File: config.mk
export PLATFORM = sky130hd
export DESIGN_NAME = aes_rkey_ctrl
export DESIGN_NICKNAME = d
export VERILOG_FILES = /design/src/rtl/aes_rkey_ctrl.sv
export SDC_FILE = /design/constraint.sdc
export NUM_CORES = 1
export LEC_CHECK = 0
export BUFFER_PORTS_ARGS = -buffer_cell sky130_fd_sc_hd__buf_2
export CAP_MARGIN = 10
export CORE_MARGIN = 10
export CORE_UTILIZATION = 33
export DETAILED_ROUTE_END_ITERATION = 12
export SLEW_MARGIN = 15
export SYNTH_ARGS = -nofsm -noshare
export SYNTH_HDL_FRONTEND = slang
export SYNTH_SLANG_ARGS = --single-unit
File: constraint.sdc
create_clock -name clk -period 1.6 [get_ports clk]
set_clock_uncertainty 0.1 [all_clocks]
set_input_delay 0 -clock clk [delete_from_list [all_inputs] [get_ports clk]]
set_output_delay 0 -clock clk [all_outputs]
set_load 0.01 [all_outputs]
File: src/rtl/aes_rkey_ctrl.sv
// AES-128 round-key store sequencer: runs key expansion into the store, then streams
// the NR+1 round keys to the cipher core in forward or reverse order, one block at a time.
module aes_rkey_ctrl #(
    parameter int NR = 10,
    parameter int AW = 4
) (
    input  logic          clk,
    input  logic          rst_n,
    input  logic          key_load,
    output logic          kx_start,
    input  logic          kx_valid,
    output logic          kx_ready,
    output logic          wr_en,
    output logic [AW-1:0] wr_addr,
    output logic          keys_valid,
    input  logic          blk_start,
    input  logic          blk_dec,
    output logic          blk_ready,
    output logic          rd_valid,
    input  logic          rd_ready,
    output logic [AW-1:0] rd_addr,
    output logic          rd_last,
    output logic          blk_done
);

    typedef enum logic [2:0] {
        IDLE   = 3'd0,
        KICK   = 3'd1,
        EXPAND = 3'd2,
        READY  = 3'd3,
        RUN    = 3'd4
    } state_t;

    localparam logic [AW-1:0] LAST = AW'(NR);
    localparam logic [AW-1:0] ONE  = AW'(1);

    state_t        state;
    state_t        state_nxt;
    logic [AW-1:0] wcnt;
    logic [AW-1:0] rcnt;
    logic          dec;
    logic          pend;
    logic          rd_valid_q;
    logic          blk_done_q;
    logic          keys_valid_q;

    logic          wr_hs;
    logic          rd_hs;
    logic          rd_end;
    logic          blk_acc;

    assign wr_hs   = (state == EXPAND) & kx_valid;
    assign rd_hs   = (state == RUN) & rd_valid_q & rd_ready;
    assign rd_end  = dec ? (rcnt == '0) : (rcnt == LAST);
    assign blk_acc = (state == READY) & blk_start & ~key_load;

    always_comb begin
        state_nxt = state;
        case (state)
            IDLE: begin
                if (key_load) state_nxt = KICK;
            end
            KICK: begin
                state_nxt = key_load ? KICK : EXPAND;
            end
            EXPAND: begin
                if (key_load)
                    state_nxt = KICK;
                else if (wr_hs && (wcnt == LAST))
                    state_nxt = READY;
            end
            READY: begin
                if (key_load)
                    state_nxt = KICK;
                else if (blk_start)
                    state_nxt = RUN;
            end
            RUN: begin
                // a reload requested mid-block is only honoured once the block drains
                if (rd_hs && rd_end)
                    state_nxt = (pend || key_load) ? KICK : READY;
            end
            default: state_nxt = IDLE;
        endcase
    end

    always_ff @(posedge clk or negedge rst_n) begin
        if (!rst_n) begin
            state <= IDLE;
        end else begin
            state <= state_nxt;
        end
    end

    always_ff @(posedge clk or negedge rst_n) begin
        if (!rst_n) begin
            wcnt         <= '0;
            keys_valid_q <= 1'b0;
            pend         <= 1'b0;
        end else begin
            if (state_nxt == KICK)
                wcnt <= '0;
            else if (wr_hs && (wcnt != LAST))
                wcnt <= wcnt + ONE;

            if (state_nxt == KICK)
                keys_valid_q <= 1'b0;
            else if (wr_hs && (wcnt == LAST) && !key_load)
                keys_valid_q <= 1'b1;

            if (state_nxt == KICK)
                pend <= 1'b0;
            else if ((state == RUN) && key_load)
                pend <= 1'b1;
        end
    end

    // read side: rd_addr is the read counter itself, so it holds naturally while stalled
    always_ff @(posedge clk or negedge rst_n) begin
        if (!rst_n) begin
            rcnt       <= '0;
            dec        <= 1'b0;
            rd_valid_q <= 1'b0;
            blk_done_q <= 1'b0;
        end else begin
            blk_done_q <= rd_hs & rd_end;
            if (blk_acc) begin
                dec        <= blk_dec;
                rcnt       <= blk_dec ? LAST : '0;
                rd_valid_q <= 1'b1;
            end else if (rd_hs) begin
                if (rd_end)
                    rd_valid_q <= 1'b0;
                else
                    rcnt <= dec ? (rcnt - ONE) : (rcnt + ONE);
            end
        end
    end

    assign kx_start   = (state == KICK);
    assign kx_ready   = (state == EXPAND);
    assign wr_en      = wr_hs;
    assign wr_addr    = wcnt;
    assign keys_valid = keys_valid_q;
    assign blk_ready  = (state == READY) & ~key_load;
    assign rd_valid   = rd_valid_q;
    assign rd_addr    = rcnt;
    assign rd_last    = rd_valid_q & rd_end;
    assign blk_done   = blk_done_q;

endmodule

# After elaboration in Yosys (flattened, before gate mapping)
# Cells that the tools add are included.
# word_totals
word_cells	69
mem_bits_rw	0
in_bits	7
memories	0
register_bits	16
mem_bits_ro	0
latch_bits	0
output_inout_bits	16
# classes
eq_ne	9
n_div	0
multipliers	0
n_lt_le_gt_ge	0
bitwise	9
n_mux	24
n_shift	0
reduce_logical	16
add_sub_neg	3
# op_table
op	count
$mux W4	7
$mux W3	6
$pmux W3 S5	1
$reduce_bool A2 Y1	5
$add A4 B1 Y4 const B	2
$and A1 B1 Y1	8
$eq A4 B4 Y1 const B	2
$mux W1	8
$eq A3 B1 Y1 const B	2
$eq A3 B2 Y1 const B	2
$logic_and A1 B1 Y1	5
$logic_not A4 Y1	1
$mux W2	2
$ne A4 B4 Y1 const B	1
$reduce_and A2 Y1	2
$sub A4 B1 Y4 const B	1
$eq A3 B3 Y1 const B	1
$logic_not A3 Y1	1
$ne A2 B1 Y1 const B	1
$logic_not A1 Y1	1
$logic_or A1 B1 Y1	1
$not A1 Y1	1

# Depth between registers and ports, before layout
# logic_depth
word_depth	8
ltp_mapped	6
mapped_depth_nobuf	6

# Worst setup path before layout
# Ideal clock, no wire load.
# synth_path
path_kind	register to register
start	register rcnt[2], in the netlist rd_addr[2]
end	register rcnt[3], in the netlist rd_addr[3]
path_buffers	0
path_slack_ns	-0.174
arrival_ns	1.588
setup_time_ns	0.087
required_time_ns	1.413
path_stages_with_launch	6
synth_period_minus_slack_ns	1.774
cell_sequence	dfrtp_1 ha_1 and3_1 or3_1 a41o_1 o211ai_1
# synth_between
elab_chain_len	5
elab_cells_between_ends	11
cone_classes	add/sub: 2; eq/ne: 2; mux: 5; reduce/logical: 2
# synth_lines
item	line	source
from (decl)	40	logic [AW-1:0] rcnt;
from (signal assigned)	129	rcnt <= blk_dec ? LAST : '0;
from (signal assigned)	135	rcnt <= dec ? (rcnt - ONE) : (rcnt + ONE);
$add A4 B1 Y4 or $sub A4 B1 Y4 (tied branches)	135	
$mux W4	135	
$mux W4	132	if (rd_end)
$mux W4	131	end else if (rd_hs) begin
$mux W4	127	if (blk_acc) begin
# Several ways; a longest one is shown, not always the timed one. The select of a mux whose other input is x is not followed.
# A chain may end at the register's enable or synchronous reset.

# Worst setup path after layout
# layout_path
start	register dec
end	register rcnt[0], in the netlist rd_addr[0]
# layout_between
elab_chain_len	4
elab_cells_between_ends	7
cone_classes	eq/ne: 1; mux: 5; reduce/logical: 1
# layout_lines
item	line	source
from (decl)	41	logic dec;
from (signal assigned)	128	dec <= blk_dec;
$mux W4	135	
$mux W4	132	
$mux W4	131	
$mux W4	127	
# Several ways; a longest one is shown, not always the timed one. The select of a mux whose other input is x is not followed.

==> out/qor.yml <==
dpl.cell_count: 161
grt_antenna_before_repair: 0
dp_slack_ns: -0.183
ff_latch_area_um2: 402
multi_input_area_um2: 604
ios: 23
power_w: 0.00238
wl_per_cell_um: 15.5
clock_sinks: 16
clkTransAtPathRegs_ns: 0.10
grt_pass1_wl_mm: 4.44
min_period_over_period_pct: 109
hold_viol: 0
cp_common_cell: "buf_6"
numCtsBuffers: 3
dr.pass1.iters: 4
synth_edf_count: 0
hp-class: "in -> async"
slowest_stage: "dfrtp_2"
syn_area_per_cell_um2: 10.2
die_width_um: 74.1
drive_gt1_share_pct: 49.6
totalWireLength_mm: 2.66
num_rows: 19
drv_slew: 0
pwr_density_cell_nw_per_um2: 1680
grtUsageTotal_pct: 10.1
worstPathRequired_ns: 1.72
critical_path_class: "reg -> reg"
yosys_most_used_dff: "dfrtp_1"
max_freq_mhz: 572
overflow: 0
drt-initial-drc-count: 43
area_delta_synth_final_pct: 46.2
finalNetCount: 154
fillers: 270
setup_viol: 11
antenna_cells: 0
crit_path_max_incr_delay_ns: 0.43
drtAntennaViolNets: 0
drc: 0
num_vias: 917
cts_tree: "done"
h-tree-depth: 1
cp-end-kind: "flop"
violations: "negative setup slack"
seq_area_frac_synth_pct: 41.4
die_y_um: 74.1
fin_ws_ns: -0.149
viasPerCell: 5.33
ir_drop_mv: 1.04
netlist_area_um2: 967
design.core.area_um2: 2780
clkLatencyLatePin_ns: 0.29
cts_root_buf: "clkbuf_4"
hpwl_mm: 1.96
cp-start-kind: "flop"
die_area_um2: 5500
clk_path_buf_depth: 2
synth_cell_types: 42
cp_max_fo: 4
power.leakage_nw: 0.668
worst_pin_slew_ns: 0.377
grt_pass1_vias: 975
grt_max_degree: 17
maxSlewHeadroom_pct: 74.9
cap_violations: 0
ys_ff_latch: 16
yosysWarnings: 0
routabilityCongestion: 0.797
syn_nets: 107
final_cells: 172
crit_arrival_ns: 1.87
synthCells: 95
io_buffers: 22
async_flop_share_pct: 100
initial_core_util_pct: 34.8
rsz0062_at_grt: "true"
crit_chain: "buf_6, and3b_2, o21a_4, buf_6, or3_4, a21oi_2"
period_needed_ns: 1.75
status: "complete, but fails checks"
report_power, final:
group | switching [W] | leakage [nW] | total (W) | internal [W]
clock network | 0.000131 | 0.0210 | 0.000269 | 0.000139
registers | 0.000154 | 0.208 | 0.000678 | 0.000524
logic | 0.000639 | 0.439 | 0.00143 | 0.000796
cells in the mapped netlist (2+ instances only):
cell type | number | area (um^2)
a31oi_1 | 8 | 50.1
and2_1 | 2 | 12.5
and3_1 | 2 | 12.5
dfrtp_1 | 16 | 400
ha_1 | 4 | 50.1
inv_1 | 3 | 11.3
nand2_1 | 8 | 30.0
nand3_1 | 5 | 25.0
nand4_1 | 2 | 12.5
nor2_1 | 5 | 18.8
nor3b_1 | 3 | 22.5
o21ai_0 | 5 | 25.0
xor2_1 | 3 | 26.3
cell families (layout without fill, tap and decap cells):
family / after synthesis / after routing / share of synthesized area (%)
AND/OR/NAND/NOR: 38 / 38 / 23.8
AO/OA/AOI/OAI: 26 / 26 / 20.7
flip-flops: 16 / 16 / 41.4
buffers and inverters: 6 / 52 / 3.23
adder cells (fa/ha/maj): 5 / 5 / 7.24
XOR/XNOR: 4 / 4 / 3.62
cells in the final DEF, fill, tap and decap left out, types with 2 or more instances in the layout:
cell type and n:
o21ai_0 4, ha_1 3, buf_2 21, clkbuf_4 3, inv_1 3, nand4_1 2, xor2_1 3, nand2_1 8
and4bb_2 2, nor3b_1 2, dlygate4sd3_1 4, or2_4 2, or3_4 2, a31oi_1 8, nor2_1 4, a21oi_2 2
nand3_2 2, buf_6 7, dfrtp_1 15, nand3_1 3, buf_4 13
state kept, by name (all words and copies together) (netlist names):
signal,count
rd_addr,4
pend,1
keys_valid,1
rd_valid,1
state,3
dec,1
blk_done,1
wr_addr,4
final timing paths:
check,cells past startpoint,from,slack [ns],endpoint
setup / recovery,6,dec,-0.15,rd_addr[0]
hold / removal,2,rst_n,0.05,rd_addr[2]
setup reg to reg,6,dec,-0.15,rd_addr[0]
hold reg to reg,2,rd_valid,0.48,rd_valid
max in group asynchronous,2,rst_n,1.06,dec
min in group clk,5,rd_ready,0.14,blk_done
routing by layer:
| metal | GRT usage (%) | vias up | wire [um] |
|---|---|---|---|
| met1 | 11.2 | 448 | 1110 |
| li1 | - | 447 | - |
| met2 | 16.8 | 20 | 1350 |
| met3 | 4.52 | 2 | 188 |
| met4 | 3.31 | 0 | 10 |
| met5 | 0 | - | 0 |
what timing repair did:
action / 4_1_cts / 5_1_grt
resized for setup: 6 / 19
gates cloned: 0 / 0
pin swaps: 6 / 13
hold buffers: 4 / 0
setup buffers: 2 / 2
hold endpoints to repair: 22 / 0
setup endpoints to repair: 14 / 16
final cells by class:
type,instances,area share (%)
multi-input combinational,73,42.7
sequential,16,28.4
timing repair buffer,45,22.7
tap,31,2.74
clock buffer,4,2.57
inverter,3,0.796
critical path: cells and delay by family (launching register included):
family,cells,cell delay (ns)
buf+inv,2,0.23
simple gates,2,0.55
flops,1,0.43
compound gates,2,0.38
through the flow:
stage	hold slack, ns	setup TNS, ns	area (um^2)	util (%)
final	0.0484	-0.919	1410	50.8
after global routing	0.0842	-1.74	1410	50.8
after CTS	0.0638	-1.43	1330	48.0
after detailed placement	-0.158	-1.34	1220	43.7
after global placement	-0.155	-0.768	1220	43.7
after floorplan	-0.396	-0.178	967	-
No activity file was read; power rests on OpenSTA's default activity.
